File: src/rtl/synth_pkg.sv
// Shared synth definitions: voice states, default voice/note widths and the age ceiling.
package synth_pkg;
  localparam int NUM_VOICES_DEF = 4;
  localparam int NOTE_W_DEF     = 7;
  localparam int AGE_W          = 8;
  localparam logic [AGE_W-1:0] AGE_MAX = 8'd255;

  typedef enum logic [1:0] {
    V_IDLE,
    V_HELD,
    V_RELEASING,
    V_RETRIG
  } voice_state_t;
endpackage

File: src/rtl/voice_allocator_if.sv
// Note-event handshake into the voice allocator (valid/ready, one event per transfer).
interface voice_allocator_if #(
  parameter int NOTE_W = synth_pkg::NOTE_W_DEF
);
  logic              NoteValid;
  logic              NoteReady;
  logic              NoteOn;
  logic [NOTE_W-1:0] NoteNum;

  modport master (output NoteValid, NoteOn, NoteNum, input NoteReady);
  modport slave  (input NoteValid, NoteOn, NoteNum, output NoteReady);
endinterface

File: src/rtl/voice_select.sv
// Combinational voice choice for a note-on: same-note voice, else lowest IDLE, else oldest
// RELEASING, else (when STEAL) oldest HELD; age ties resolve to the lowest index.
module voice_select
  import synth_pkg::*;
#(
  parameter int NUM_VOICES = NUM_VOICES_DEF,
  parameter int NOTE_W     = NOTE_W_DEF,
  parameter bit STEAL      = 1'b0,
  localparam int IDX_W     = $clog2(NUM_VOICES)
) (
  input  voice_state_t [NUM_VOICES-1:0]             state,
  input  logic         [NUM_VOICES-1:0][AGE_W-1:0]  age,
  input  logic         [NUM_VOICES-1:0][NOTE_W-1:0] note,
  input  logic         [NOTE_W-1:0]                 note_num,
  output logic                                      hit,
  output logic         [IDX_W-1:0]                  sel_idx,
  output logic                                      sel_retrig
);
  logic             match_vld, idle_vld, rel_vld, held_vld;
  logic [IDX_W-1:0] match_idx, idle_idx, rel_idx, held_idx;
  logic [AGE_W-1:0] rel_age, held_age;

  always_comb begin
    match_vld = 1'b0; match_idx = '0;
    idle_vld  = 1'b0; idle_idx  = '0;
    rel_vld   = 1'b0; rel_idx   = '0; rel_age  = '0;
    held_vld  = 1'b0; held_idx  = '0; held_age = '0;
    for (int i = 0; i < NUM_VOICES; i++) begin
      if (!match_vld && (state[i] == V_HELD || state[i] == V_RELEASING) && note[i] == note_num) begin
        match_vld = 1'b1;
        match_idx = IDX_W'(i);
      end
      if (!idle_vld && state[i] == V_IDLE) begin
        idle_vld = 1'b1;
        idle_idx = IDX_W'(i);
      end
      // Strict '>' keeps the lowest index on equal ages.
      if (state[i] == V_RELEASING && (!rel_vld || age[i] > rel_age)) begin
        rel_vld = 1'b1;
        rel_idx = IDX_W'(i);
        rel_age = age[i];
      end
      if (state[i] == V_HELD && (!held_vld || age[i] > held_age)) begin
        held_vld = 1'b1;
        held_idx = IDX_W'(i);
        held_age = age[i];
      end
    end

    hit        = 1'b1;
    sel_idx    = match_idx;
    sel_retrig = 1'b1;
    if (match_vld) begin
      sel_idx = match_idx;
    end else if (idle_vld) begin
      sel_idx    = idle_idx;
      sel_retrig = 1'b0;
    end else if (rel_vld) begin
      sel_idx = rel_idx;
    end else if (STEAL && held_vld) begin
      sel_idx = held_idx;
    end else begin
      hit = 1'b0;
    end
  end
endmodule

File: src/rtl/voice_allocator.sv
// Polyphonic voice allocator: note events in, per-voice gate and note out to ADSR generators.
// Define VOICE_STEAL_EN to retrigger the oldest HELD voice instead of dropping when all are busy.
module voice_allocator
  import synth_pkg::*;
#(
  parameter int NUM_VOICES = NUM_VOICES_DEF,
  parameter int NOTE_W     = NOTE_W_DEF
) (
  input  logic                         Clock,
  input  logic                         Reset,
  voice_allocator_if.slave             note,
  output logic [NUM_VOICES-1:0]        Gate,
  input  logic [NUM_VOICES-1:0]        Running,
  output logic [NUM_VOICES*NOTE_W-1:0] VoiceNote,
  output logic                         Dropped
);
`ifdef VOICE_STEAL_EN
  localparam bit STEAL = 1'b1;
`else
  localparam bit STEAL = 1'b0;
`endif
  localparam int IDX_W = $clog2(NUM_VOICES);

  voice_state_t [NUM_VOICES-1:0]             state_q;
  logic         [NUM_VOICES-1:0][AGE_W-1:0]  age_q;
  logic         [NUM_VOICES-1:0][NOTE_W-1:0] note_q;
  logic                                      ready_q;
  logic                                      dropped_q;
  logic                                      xfer;
  logic                                      hit;
  logic                                      sel_retrig;
  logic         [IDX_W-1:0]                  sel_idx;

  assign xfer           = note.NoteValid && ready_q;
  assign note.NoteReady = ready_q;
  assign VoiceNote      = note_q;
  assign Dropped        = dropped_q;

  always_comb begin
    Gate = '0;
    for (int i = 0; i < NUM_VOICES; i++) Gate[i] = (state_q[i] == V_HELD);
  end

  voice_select #(
    .NUM_VOICES (NUM_VOICES),
    .NOTE_W     (NOTE_W),
    .STEAL      (STEAL)
  ) u_select (
    .state      (state_q),
    .age        (age_q),
    .note       (note_q),
    .note_num   (note.NoteNum),
    .hit        (hit),
    .sel_idx    (sel_idx),
    .sel_retrig (sel_retrig)
  );

  always_ff @(posedge Clock) begin
    if (!Reset) begin
      for (int i = 0; i < NUM_VOICES; i++) state_q[i] <= V_IDLE;
      age_q     <= '0;
      note_q    <= '0;
      ready_q   <= 1'b0;
      dropped_q <= 1'b0;
    end else begin
      ready_q   <= !xfer;
      dropped_q <= xfer && note.NoteOn && !hit;
      for (int i = 0; i < NUM_VOICES; i++) begin
        if (state_q[i] == V_RETRIG)
          state_q[i] <= V_HELD;
        else if (state_q[i] == V_RELEASING && !Running[i])
          state_q[i] <= V_IDLE;
        if (xfer && !note.NoteOn && state_q[i] == V_HELD && note_q[i] == note.NoteNum)
          state_q[i] <= V_RELEASING;
        // The event's choice overrides a same-cycle Running fall on the chosen voice.
        if (xfer && note.NoteOn && hit) begin
          if (IDX_W'(i) == sel_idx) begin
            state_q[i] <= sel_retrig ? V_RETRIG : V_HELD;
            note_q[i]  <= note.NoteNum;
            age_q[i]   <= '0;
          end else if (age_q[i] != AGE_MAX) begin
            age_q[i] <= age_q[i] + 1'b1;
          end
        end
      end
    end
  end
endmodule

File: src/flat_wrapper.sv
// flat-port wrapper written by rule: the top's interface ports become plain ports
module voice_allocator_flat import synth_pkg::*;
#(
  parameter int NUM_VOICES = NUM_VOICES_DEF,
  parameter int NOTE_W     = NOTE_W_DEF
)
  (Clock, Reset, Gate, Running, VoiceNote, Dropped, note_NoteValid, note_NoteOn, note_NoteNum, note_NoteReady);
  voice_allocator_if #(.NOTE_W(NOTE_W)) note_i ();
  input  logic Clock;
  input  logic Reset;
  output logic [NUM_VOICES-1:0] Gate;
  input  logic [NUM_VOICES-1:0] Running;
  output logic [NUM_VOICES*NOTE_W-1:0] VoiceNote;
  output logic Dropped;
  input wire logic [$bits(note_i.NoteValid)-1:0] note_NoteValid;
  input wire logic [$bits(note_i.NoteOn)-1:0] note_NoteOn;
  input wire logic [$bits(note_i.NoteNum)-1:0] note_NoteNum;
  output wire logic [$bits(note_i.NoteReady)-1:0] note_NoteReady;
  assign note_i.NoteValid = note_NoteValid;
  assign note_i.NoteOn = note_NoteOn;
  assign note_i.NoteNum = note_NoteNum;
  assign note_NoteReady = note_i.NoteReady;
  voice_allocator #(.NUM_VOICES(NUM_VOICES), .NOTE_W(NOTE_W)) u_core (.Clock(Clock), .Reset(Reset), .note(note_i), .Gate(Gate), .Running(Running), .VoiceNote(VoiceNote), .Dropped(Dropped));
endmodule
File: config.mk
export PLATFORM = sky130hd
export DESIGN_NAME = voice_allocator_flat
export DESIGN_NICKNAME = d
export VERILOG_FILES = /design/src/rtl/synth_pkg.sv /design/src/rtl/voice_allocator_if.sv /design/src/rtl/voice_select.sv /design/src/rtl/voice_allocator.sv /design/src/flat_wrapper.sv
export SDC_FILE = /design/constraint.sdc
export NUM_CORES = 1
export LEC_CHECK = 0
export CAP_MARGIN = 20
export CELL_PAD_IN_SITES_DETAIL_PLACEMENT = 0
export CELL_PAD_IN_SITES_GLOBAL_PLACEMENT = 1
export CORE_ASPECT_RATIO = 1.25
export CORE_MARGIN = 2
export CORE_UTILIZATION = 25
export DETAILED_ROUTE_END_ITERATION = 8
export GPL_TIMING_DRIVEN = 0
export PLACE_DENSITY = 0.55
export SLEW_MARGIN = 20
export SYNTH_ARGS = -nofsm -noshare
export SYNTH_HDL_FRONTEND = slang
export SYNTH_HIERARCHICAL = 1
export SYNTH_SLANG_ARGS = --single-unit
File: constraint.sdc
create_clock -name Clock -period 8.3 [get_ports Clock]
set_input_delay 2.075 -clock Clock [delete_from_list [all_inputs] [get_ports Clock]]
set_output_delay 2.075 -clock Clock [all_outputs]
set_load 0.05 [all_outputs]
Word-level counts from Yosys, hierarchy flattened --
Index checks and enable logic that the tools add are counted.
Operators by class: mux-type cells 61, reduce and logical (&&, ||, !) cells 70, magnitude comparators 3, add/subtract/negate cells 4, equal/unequal tests 23
Operators with widths (count):
- $mux 8 | 11
- $mux 2 | 30
- $add 8x1->8 const B | 4
- $ne 8x8->1 const B | 4
- $logic_and 1x1->1 | 30
- $eq 7x7->1 | 4
- $gt 8x8->1 | 3
- $mux 1 | 20
- $eq 2x2->1 const B | 8
- $logic_not 1->1 | 16
- $reduce_and 2->1 | 8
- $logic_not 2->1 | 5
- $eq 2x1->1 const B | 4
- $reduce_bool 2->1 | 4
- $logic_or 1x1->1 | 7
- $eq 2x2->1 const A | 2
- $eq 1x2->1 const A | 1
Storage, ports and cells: logic and storage cells 175, flip-flop bits (word level) 70, output and inout port bits 34

Longest topological paths before layout --
Gate-level depths: netlist of the first run.
word-level depth 22, depth in mapped cells 30

By module --
The synthesis of the first run kept the hierarchy.
Modules (own cells, without submodules):
- voice_allocator | area an instance 3445.8 sq um, cells each 406, instances 1, sequential area each 1401.3 sq um
- voice_select | area an instance 1423.9 sq um, cells each 182, instances 1, sequential area each 0.0 sq um

Worst setup path after synthesis of the first run --
Ideal clock, no wire load.
path type reg2reg, start point reg u_core/state_q[1] (netlist bit), end point reg u_core/age_q[2] (netlist bit), stages on the path, launching flop included 30, slack 2.001 ns, library setup time 0.123 ns, required time 8.177 ns, arrival 6.176 ns, path buffers 3, cell sequence dfxtp_1 > ha_1 > buf_6 > nand2_1 > ha_1 > a21o_1 > nand2_1 > nand4b_1 > o221ai_4 > mux2_2 > ha_1 > nor2b_1 > o211ai_1 > a21o_1 > a21oi_1 > o21ai_2 > mux2_2 > ha_1 > a21oi_1 > a31oi_1 > a2111o_1 > o311ai_0 > o221ai_1 > a31o_1 > buf_4 > or2_2 > or2_2 > clkbuf_1 > nand2_1 > nor3_1
Between the ends: cells in the longest elaborated chain, start to end 22, elaborated cells between the ends (all ways) 67
RTL lines:
- start: declaration | line voice_allocator.sv:24 | voice_state_t [NUM_VOICES-1:0] state_q;
- start signal: indexed assignment | line voice_allocator.sv:78 | state_q[i] <= sel_retrig ? V_RETRIG : V_HELD;
- parallel branches: the longest is 18 deep, another holds $gt 8x8->1
- $mux 2 * | line voice_select.sv:53 | if (match_vld) begin
- via u_core.sel_idx[0] | line voice_allocator.sv:32 | logic [IDX_W-1:0] sel_idx;
- $logic_not 2->1 * | line voice_allocator.sv:77 | if (IDX_W'(i) == sel_idx) begin
- $reduce_bool 2->1 (no source line)
- $reduce_and 2->1 (no source line)
- end signal: indexed assignment | line voice_allocator.sv:82 | age_q[i] <= age_q[i] + 1'b1;
- end: declaration | line voice_allocator.sv:25 | logic [NUM_VOICES-1:0][AGE_W-1:0] age_q;
Mark *: on every way through the listed nets, which the timed path passes. A chain may end at the register's enable or synchronous reset.

Worst setup path in the final report of the first run --
Same ends and word-level chain as after synthesis.

==> results.ini, run 1 <==
[global_routing]
grt_pass1_vias=4382
grt_max_degree=11
antenna_found_initial=0
grt_pass1_wl_um=24530
use_met1_pct=18.28
grt-ovfl-total=0
use_met3_pct=1.809
grt_use_total_pct=15.40
grt-busiest-layer=met2
grtUsageMet2_pct=27.95

[floorplan]
ios=49
die_y_um=160.0
dieWidth_um=128.8
row_count=57
core-area_um2=19260
start_util_pct=25.29
dieArea_um2=20620

[place]
io_buffer_count=47
placed_cell_area_um2=5635
gp_congestion=0.8364
dp_hpwl_um=11740
dp_slack_ns=0.9598

[drt]
vias=4440
ant_nets=0
vias_per_cell=5.011
route.detailed.drc=0
dr.pass1.iters=4
drt-total-wl_um=15420
wire_per_inst_um=17.41
drtIter0Drc=175

[synthesis]
ys_seq_elements=70
synthFlopType=dfxtp_1
synthArstFlopShare_pct=0
syn_avg_cell_area_um2=8.282
synth_edf_count=0
syn_nets=639
yosys_warnings=6
yosysSeqAreaShare_pct=28.78
netlist_instances=588
synth_cell_type_count=62
syn_area_um2=4870

[pwr]
p_clk_share_pct=46.8
seq_power_share_pct=43.9
p_switching_uw=199.4
total_power_uw=783.3
p_comb_share_pct=9.3
power-per-cell-area_nw_per_um2=132.7
power.internal_uw=583.9
irDropWorstVdd_mv=0.06397
swShare_pct=25.46
cellLeakagePower_nw=2.034

[critical_path]
r2r_start=u_core/state_q[1]$_SDFF_PN0_
cp_slowest_cell=o21ai_2
path_max_fanout=10
startpoint_type=flip-flop
critPathMaxStageDelay_ns=0.42
critPathCaptureType=flip-flop
reg2reg_to=u_core/age_q[2]$_SDFFE_PN0P_
worstSetupPathType=flip-flop to flip-flop
reg2reg_slack_ns=0.88
crit_required_ns=8.52
rr_worst_depth=29
arrival_ns=7.64

[finish]
layout_common_cells=nand2_1, dfxtp_1, clkdlybuf4s50_1
drive_above_1_share_pct=7.538
antennaDiodeCount=0
layout.nets=697
fill_cells=2064
final_common_cell=nand2_1
finish.instance_area_um2=5904
syn2layout_area_growth_pct=21.25

[clock_network]
numCtsBuffers=9
path_clk_slew_ns=0.06
cts-htree-levels=3
cts-root-buf=clkbuf_16
insertion_delay_ns=0.34
postCtsSetupBuffers=0
numClockSinks=70
cts_tree=done
cts_resized=0
cts_max_path_buffers=2
cts.hold.buffers_added=0

[sta]
rsz0062_at_grt=no
setup_tns_ns=0
clock_skew_ns=0.004606
fin_crit_ns=7.418
slew_headroom_pct=55.22
max_freq_mhz=134.8
finalHoldViolCount=0
post-route-worst-setup-slack_ns=0.8824
tightest_slew_ns=0.6633
period_share_pct=89.37
setup_viol_count_final=0
holdWs_ns=0.5093
maxSlewViolCount=0

[worst_hold_path]
hp-start=u_core/note.NoteReady$_SDFF_PN0_
min_to=u_core/Dropped$_SDFF_PN0_
whs_path_depth=2
hold_path.class=flip-flop to flip-flop

[run_status]
status=finished, final reports clean

[flow_run]
cap_violations=0

==> routing by layer <==
metal  vias to the layer above  wire length [um]  part of all wire (%)
met5                         -                 0                     0
met4                         0               274                   1.8
met3                        13               415                   2.7
met2                       104              8151                    53
met1                      2096              6582                    43
li1                       2227                 -                     -
==> cells in the mapped netlist (2+ instances only) <==
| library cell | n | area (um2) |
|---|---|---|
| clkbuf_1 | 16 | 60.06 |
| nor4_1 | 7 | 43.79 |
| a211oi_1 | 3 | 22.52 |
| xnor2_1 | 25 | 219.0 |
| nor2_1 | 27 | 101.4 |
| nand4_2 | 2 | 25.02 |
| mux2i_1 | 3 | 30.03 |
| nand2b_1 | 3 | 18.77 |
| nor2b_1 | 6 | 37.54 |
| xor2_1 | 34 | 297.8 |
| nand4b_1 | 4 | 35.03 |
| and4_1 | 3 | 26.28 |
| nor3_1 | 13 | 65.06 |
| inv_1 | 34 | 127.6 |
| nand3b_1 | 3 | 22.52 |
| o21a_1 | 5 | 37.54 |
| buf_6 | 2 | 22.52 |
| ha_1 | 36 | 450.4 |
| nand3_1 | 14 | 70.07 |
| a21oi_1 | 28 | 140.1 |
| or4_1 | 6 | 45.04 |
| o211a_1 | 3 | 30.03 |
| o31ai_1 | 12 | 90.09 |
| o211ai_1 | 4 | 30.03 |
| nand2_1 | 84 | 315.3 |
| o21ai_0 | 15 | 75.07 |
| a31oi_1 | 9 | 56.30 |
| mux2_2 | 15 | 168.9 |
| and3_1 | 3 | 18.77 |
| a21boi_0 | 32 | 240.2 |
| nand4_1 | 26 | 162.7 |
| or2_2 | 2 | 12.51 |
| dfxtp_1 | 70 | 1401 |
| or3_1 | 10 | 62.56 |
| a21o_1 | 2 | 15.01 |
==> worst max path at each step <==
stage | cells after the start | to | startpoint
2_1_floorplan | 29 | u_core/age_q[2]$_SDFFE_PN0P_ | u_core/state_q[1]$_SDFF_PN0_
3_3_place_gp | 29 | u_core/age_q[2]$_SDFFE_PN0P_ | u_core/state_q[1]$_SDFF_PN0_
3_5_place_dp | 29 | u_core/age_q[2]$_SDFFE_PN0P_ | u_core/state_q[1]$_SDFF_PN0_
4_1_cts | 29 | u_core/age_q[2]$_SDFFE_PN0P_ | u_core/state_q[1]$_SDFF_PN0_
5_1_grt | 29 | u_core/age_q[2]$_SDFFE_PN0P_ | u_core/state_q[1]$_SDFF_PN0_
6_report | 29 | u_core/age_q[2]$_SDFFE_PN0P_ | u_core/state_q[1]$_SDFF_PN0_
==> state kept, by name, summed over array words and instances (netlist names) <==
| signal | flops |
|---|---|
| u_core/Dropped | 1 |
| u_core/age_q | 32 |
| u_core/state_q | 8 |
| u_core/note.NoteReady | 1 |
| u_core/VoiceNote | 28 |
==> kinds of logic (layout without fill, tap and decap cells) <==
kind of cell | Yosys count | in the layout | share of synthesized area, %
AND/OR/NAND/NOR | 220 | 220 | 23.66
AO/OA/AOI/OAI | 129 | 129 | 18.63
flip-flops | 70 | 70 | 28.78
multiplexers | 19 | 19 | 4.394
buffers and inverters | 55 | 117 | 4.676
adder cells (fa/ha/maj) | 36 | 36 | 9.250
XOR/XNOR | 59 | 59 | 10.61
==> stage by stage <==
| stage | instances | util, % |
|---|---|---|
| 2_1_floorplan | 588 | - |
| 3_3_place_gp | 871 | 29.27 |
| 3_5_place_dp | 871 | 29.27 |
| 4_1_cts | 886 | 30.66 |
| 5_1_grt | 886 | 30.66 |
| 6_report | 886 | 30.66 |
==> final cells by class <==
type                    instances  area (um2)  share of cell area (%)
clock inverters                 1       5.005                 0.08476
clock buffers                  14       264.0                   4.471
plain buffers                  21       100.1                   1.695
inverters                      34       127.6                   2.161
well taps                     236       295.3                   5.001
multi-input cells             463        3241                   54.88
repair buffers                 47       470.5                   7.968
flip-flops and latches         70        1401                   23.73
==> power groups by stage <==
stage                     combinational, mW  clock [mW]  sequential (mW)
final                                0.0728       0.367            0.343
after global routing                 0.0791       0.391            0.344
after CTS                            0.0740       0.381            0.343
after detailed placement             0.0737           0            0.351
after global placement               0.0728           0            0.351
after floorplan                      0.0394           0            0.355
==> worst max-delay path, delay by kind of cell, from the launching register on <==
family | cells | cell delay (ns)
fa+ha+maj | 4 | 1.28
buf+inv | 3 | 0.57
flops | 1 | 0.41
simple gates | 8 | 1.34
mux | 2 | 0.81
compound gates | 12 | 2.87
Power figures use the tool's default switching activity.
==> run 2: changes to the inputs <==
--- a/config.mk
+++ b/config.mk
@@ -10,10 +10,10 @@
 export CELL_PAD_IN_SITES_GLOBAL_PLACEMENT = 1
 export CORE_ASPECT_RATIO = 1.25
 export CORE_MARGIN = 2
-export CORE_UTILIZATION = 25
+export CORE_UTILIZATION = 44
 export DETAILED_ROUTE_END_ITERATION = 8
 export GPL_TIMING_DRIVEN = 0
-export PLACE_DENSITY = 0.55
+export PLACE_DENSITY = 0.86
 export SLEW_MARGIN = 20
 export SYNTH_ARGS = -nofsm -noshare
 export SYNTH_HDL_FRONTEND = slang
==> constraint.sdc (replaced) <==
create_clock -name Clock -period 8.45 [get_ports Clock]
set_input_delay 2.1125 -clock Clock [delete_from_list [all_inputs] [get_ports Clock]]
set_output_delay 2.1125 -clock Clock [all_outputs]
set_load 0.05 [all_outputs]
==> results.ini, run 2 (synthesized netlist as in run 1, its figures left out) <==
[critical_path]
worstSetupPathType=flip-flop to flip-flop
arrival_ns=7.49
critPathMaxStageDelay_ns=0.42
critPathCaptureType=flip-flop
path_max_fanout=10
startpoint_type=flip-flop
crit_required_ns=8.66
worst-path-buf-inv=3
crit_family=compound AO/OA/AOI/OAI gates
crit_path_frequent_cell=nand2_1
cp_slowest_cell=o21ai_2

[finish]
top_register=u_core/age_q
fin_cells=781
syn2layout_area_growth_pct=18.70
layout_common_cells=nand2_1, dfxtp_1, clkdlybuf4s50_1
antennaDiodeCount=0
layout.nets=697
final_common_cell=nand2_1
drive_above_1_share_pct=7.704
largest_reg_flops=32

[drt]
route.detailed.drc=0
drt-total-wl_um=13650
vias_per_cell=5.831
drtIter0Drc=215
wire_per_inst_um=17.48
ant_nets=0
vias=4554
dr.pass1.iters=4

[clock_network]
numClockSinks=70
cts_tree=done
numCtsBuffers=9
cts_resized=0
path_clk_slew_ns=0.05
cts.hold.buffers_added=0
postCtsSetupBuffers=0
cts-root-buf=clkbuf_16
insertion_delay_ns=0.33
cts_max_path_buffers=2
cts-htree-levels=3

[run_status]
status=finished, final reports clean

[global_routing]
antenna_found_initial=0
grt_pass1_wl_um=22270
grt_max_degree=11
grt_use_total_pct=23.24
grt_pass1_vias=4530
grt-ovfl-total=0

[sta]
fin_crit_ns=7.284
tightest_slew_ns=0.6796
slew_headroom_pct=54.53
clock_skew_ns=0.007864
period_share_pct=86.21
holdWs_ns=0.4965
setup_viol_count_final=0
maxSlewViolCount=0
finalHoldViolCount=0
max_freq_mhz=137.3
rsz0062_at_grt=no
setup_tns_ns=0

[pwr]
total_power_uw=764.1
power-per-cell-area_nw_per_um2=132.2
p_clk_share_pct=46.6
p_switching_uw=184.6
cellLeakagePower_nw=2.039
swShare_pct=24.16
seq_power_share_pct=44.1
power.internal_uw=579.5
irDropWorstVdd_mv=0.07939
p_comb_share_pct=9.2

[place]
dp_cells=767
io_buffer_count=47
dp_hpwl_um=10210
gp_congestion=0.9237

[floorplan]
ios=49
die_y_um=121.6
dieWidth_um=98.10
core-area_um2=10670
dieArea_um2=11930
start_util_pct=45.65
row_count=42

[flow_run]
cap_violations=0

[worst_hold_path]
hold_path.class=flip-flop to flip-flop

-- run 2: path summary, 6_finish.rpt --
path / startpoint / endpoint / cells after the start / slack, ns
worst max-delay path: u_core/state_q[1]$_SDFF_PN0_ / u_core/age_q[2]$_SDFFE_PN0P_ / 29 / 1.17
worst min-delay path: u_core/age_q[1]$_SDFFE_PN0P_ / u_core/age_q[1]$_SDFFE_PN0P_ / 2 / 0.50
worst max register to register: u_core/state_q[1]$_SDFF_PN0_ / u_core/age_q[2]$_SDFFE_PN0P_ / 29 / 1.17
worst min register to register: u_core/age_q[1]$_SDFFE_PN0P_ / u_core/age_q[1]$_SDFFE_PN0P_ / 2 / 0.50
-- run 2: area by class of cell --
class | instances | area (um2)
fill | 1020 | 4887
multi-input combinational | 463 | 3241
clock inverter | 1 | 5.005
sequential | 70 | 1401
timing repair buffer | 47 | 470.5
inverter | 34 | 127.6
clock buffer | 13 | 270.3
buffer | 21 | 100.1
tap | 132 | 165.2
-- run 2: routing by layer --
layer,up-vias,routed length [um],track usage (%)
met5,-,0,0
met3,37,530,3.729
met4,0,419,11.28
li1,2234,-,-
met1,2157,5661,26.41
met2,126,7036,42.21
-- run 2: power by group through the flow --
stage | logic [mW] | clock network [mW] | registers [mW]
floorplan | 0.0387 | 0 | 0.349
global placement | 0.0688 | 0 | 0.344
detailed placement | 0.0696 | 0 | 0.344
CTS | 0.0701 | 0.363 | 0.337
global route | 0.0762 | 0.373 | 0.338
finish | 0.0706 | 0.356 | 0.337
-- run 2: worst reg2reg max path, delay by kind of cell, from the launching register on --
kind,cells,cell delay (ns)
compound gates,11,2.76
fa+ha+maj,4,1.24
buf+inv,3,0.54
flops,1,0.40
mux,2,0.81
simple gates,9,1.42
-- run 2: stage by stage --
step	instance area (um2)	setup slack [ns]	utilization [%]
2_1_floorplan	4870	2.151	-
3_3_place_gp	5505	1.327	51.61
3_5_place_dp	5505	1.294	51.61
4_1_cts	5781	1.257	54.19
5_1_grt	5781	0.7257	54.19
6_report	5781	1.166	54.19
==> run 3: changes to the inputs <==
--- a/config.mk
+++ b/config.mk
@@ -8,7 +8,7 @@
 export CAP_MARGIN = 20
 export CELL_PAD_IN_SITES_DETAIL_PLACEMENT = 0
 export CELL_PAD_IN_SITES_GLOBAL_PLACEMENT = 1
-export CORE_ASPECT_RATIO = 1.25
+export CORE_ASPECT_RATIO = 0.75
 export CORE_MARGIN = 2
 export CORE_UTILIZATION = 44
 export DETAILED_ROUTE_END_ITERATION = 8
==> results.ini, run 3 (synthesized netlist as in run 1, its figures left out) <==
[run_status]
status=finished, final reports clean

[sta]
tightest_slew_ns=0.7594
maxSlewViolCount=0
setup_viol_count_final=0
clock_skew_ns=0.008232
finalHoldViolCount=0
period_share_pct=85.84
fin_crit_ns=7.254
rsz0062_at_grt=no
slew_headroom_pct=49.19
max_freq_mhz=137.9
setup_tns_ns=0

[drt]
ant_nets=0
route.detailed.drc=0
wire_per_inst_um=17.39
drtIter0Drc=312
dr.pass1.iters=5
drt-total-wl_um=13740
vias=4575
vias_per_cell=5.791

[finish]
drive_above_1_share_pct=8.000
multi_input_area_um2=3241
syn2layout_area_growth_pct=19.19
antennaDiodeCount=0
layout_common_cells=nand2_1, dfxtp_1, clkdlybuf4s50_1
register_area_um2=1401
layout.nets=697
top_register=u_core/age_q
largest_reg_flops=32
final_common_cell=nand2_1
fill_cells=1007

[clock_network]
numCtsBuffers=9
cts_max_path_buffers=2
cts_tree=done
postCtsSetupBuffers=0
insertion_delay_ns=0.34
path_clk_slew_ns=0.06
cts.hold.buffers_added=0
cts-root-buf=clkbuf_16
numClockSinks=70
cts_resized=0
cts-htree-levels=3

[floorplan]
start_util_pct=44.84
dieArea_um2=11930
dieWidth_um=125.5
die_y_um=95.11
ios=49
row_count=33
core-area_um2=10860

[global_routing]
grt_max_degree=13
grt_pass1_vias=4238
grt-ovfl-total=0
antenna_found_initial=0
grt_pass1_wl_um=22200
grt_use_total_pct=23.32

[critical_path]
critPathMaxStageDelay_ns=0.43
arrival_ns=7.47
cp_slowest_cell=o21ai_2
crit_required_ns=8.66
worstSetupPathType=flip-flop to flip-flop
critPathCaptureType=flip-flop
startpoint_type=flip-flop
path_max_fanout=10

[place]
io_buffer_count=47
gp_congestion=0.8962
dp_hpwl_um=10570

[pwr]
power-per-cell-area_nw_per_um2=134.8
cellLeakagePower_nw=2.039
irDropWorstVdd_mv=0.1126
total_power_uw=782.6

[worst_hold_path]
hold_path.class=flip-flop to flip-flop

[flow_run]
cap_violations=0

## run 3: changes by cell type in the layout (fill, tap and decap cells not counted)
cell	change
clkbuf_8	-3
clkbuf_1	-1
clkinv_2	+1
clkinvlp_4	+2
bufinv_16	+1
clkinv_4	+1
## run 3: routing by layer
layer	share of wire, %	global-route usage [%]
met5	0	0
met3	6.7	4.994
met4	0.80	4.167
met1	49	33.68
met2	43	36.26
## run 3: path summary, 6_finish.rpt
path,from,endpoint,slack (ns),cells after the start
max,u_core/state_q[1]$_SDFF_PN0_,u_core/age_q[2]$_SDFFE_PN0P_,1.20,29
min,u_core/note.NoteReady$_SDFF_PN0_,u_core/Dropped$_SDFF_PN0_,0.51,2
max reg2reg,u_core/state_q[1]$_SDFF_PN0_,u_core/age_q[2]$_SDFFE_PN0P_,1.20,29
min reg2reg,u_core/note.NoteReady$_SDFF_PN0_,u_core/Dropped$_SDFF_PN0_,0.51,2
## run 3: cell type report
type	instances	area share, %
Sequential cell	70	24.14
Tap cell	140	3.018
Buffer	21	1.725
Inverter	34	2.199
Timing Repair Buffer	47	8.105
Clock buffer	9	3.880
Clock inverter	6	1.099
Multi-Input combinational cell	463	55.83
## run 3: worst max-delay path: cells and delay by family, from the launching register on
family | cells | cell delay (ns)
AO/OA/AOI/OAI | 13 | 2.87
adder cells (fa/ha/maj) | 4 | 1.24
buffers and inverters | 3 | 0.53
flip-flops | 1 | 0.41
multiplexers | 2 | 0.83
AND/OR/NAND/NOR | 7 | 1.25
## run 3: stage by stage
| step | util, % | hold slack [ns] | std cells | area (um2) | setup slack [ns] |
|---|---|---|---|---|---|
| finish | 53.45 | 0.5148 | 790 | 5804 | 1.196 |
| global route | 53.45 | 0.5523 | 790 | 5804 | 0.8113 |
| CTS | 53.45 | 0.5154 | 790 | 5804 | 1.246 |
| detailed placement | 50.79 | 0.5080 | 775 | 5515 | 1.282 |
| global placement | 50.79 | 0.4890 | 775 | 5515 | 1.384 |
| floorplan | - | 0.4662 | 588 | 4870 | 2.151 |
## run 3: power by group
group          leakage, nW  total [mW]  internal [mW]  switching, mW
combinational         1.34      0.0708         0.0272         0.0437
clock                0.137       0.374          0.226          0.148
sequential           0.565       0.337          0.333        0.00423
total                 2.04       0.783          0.586          0.196
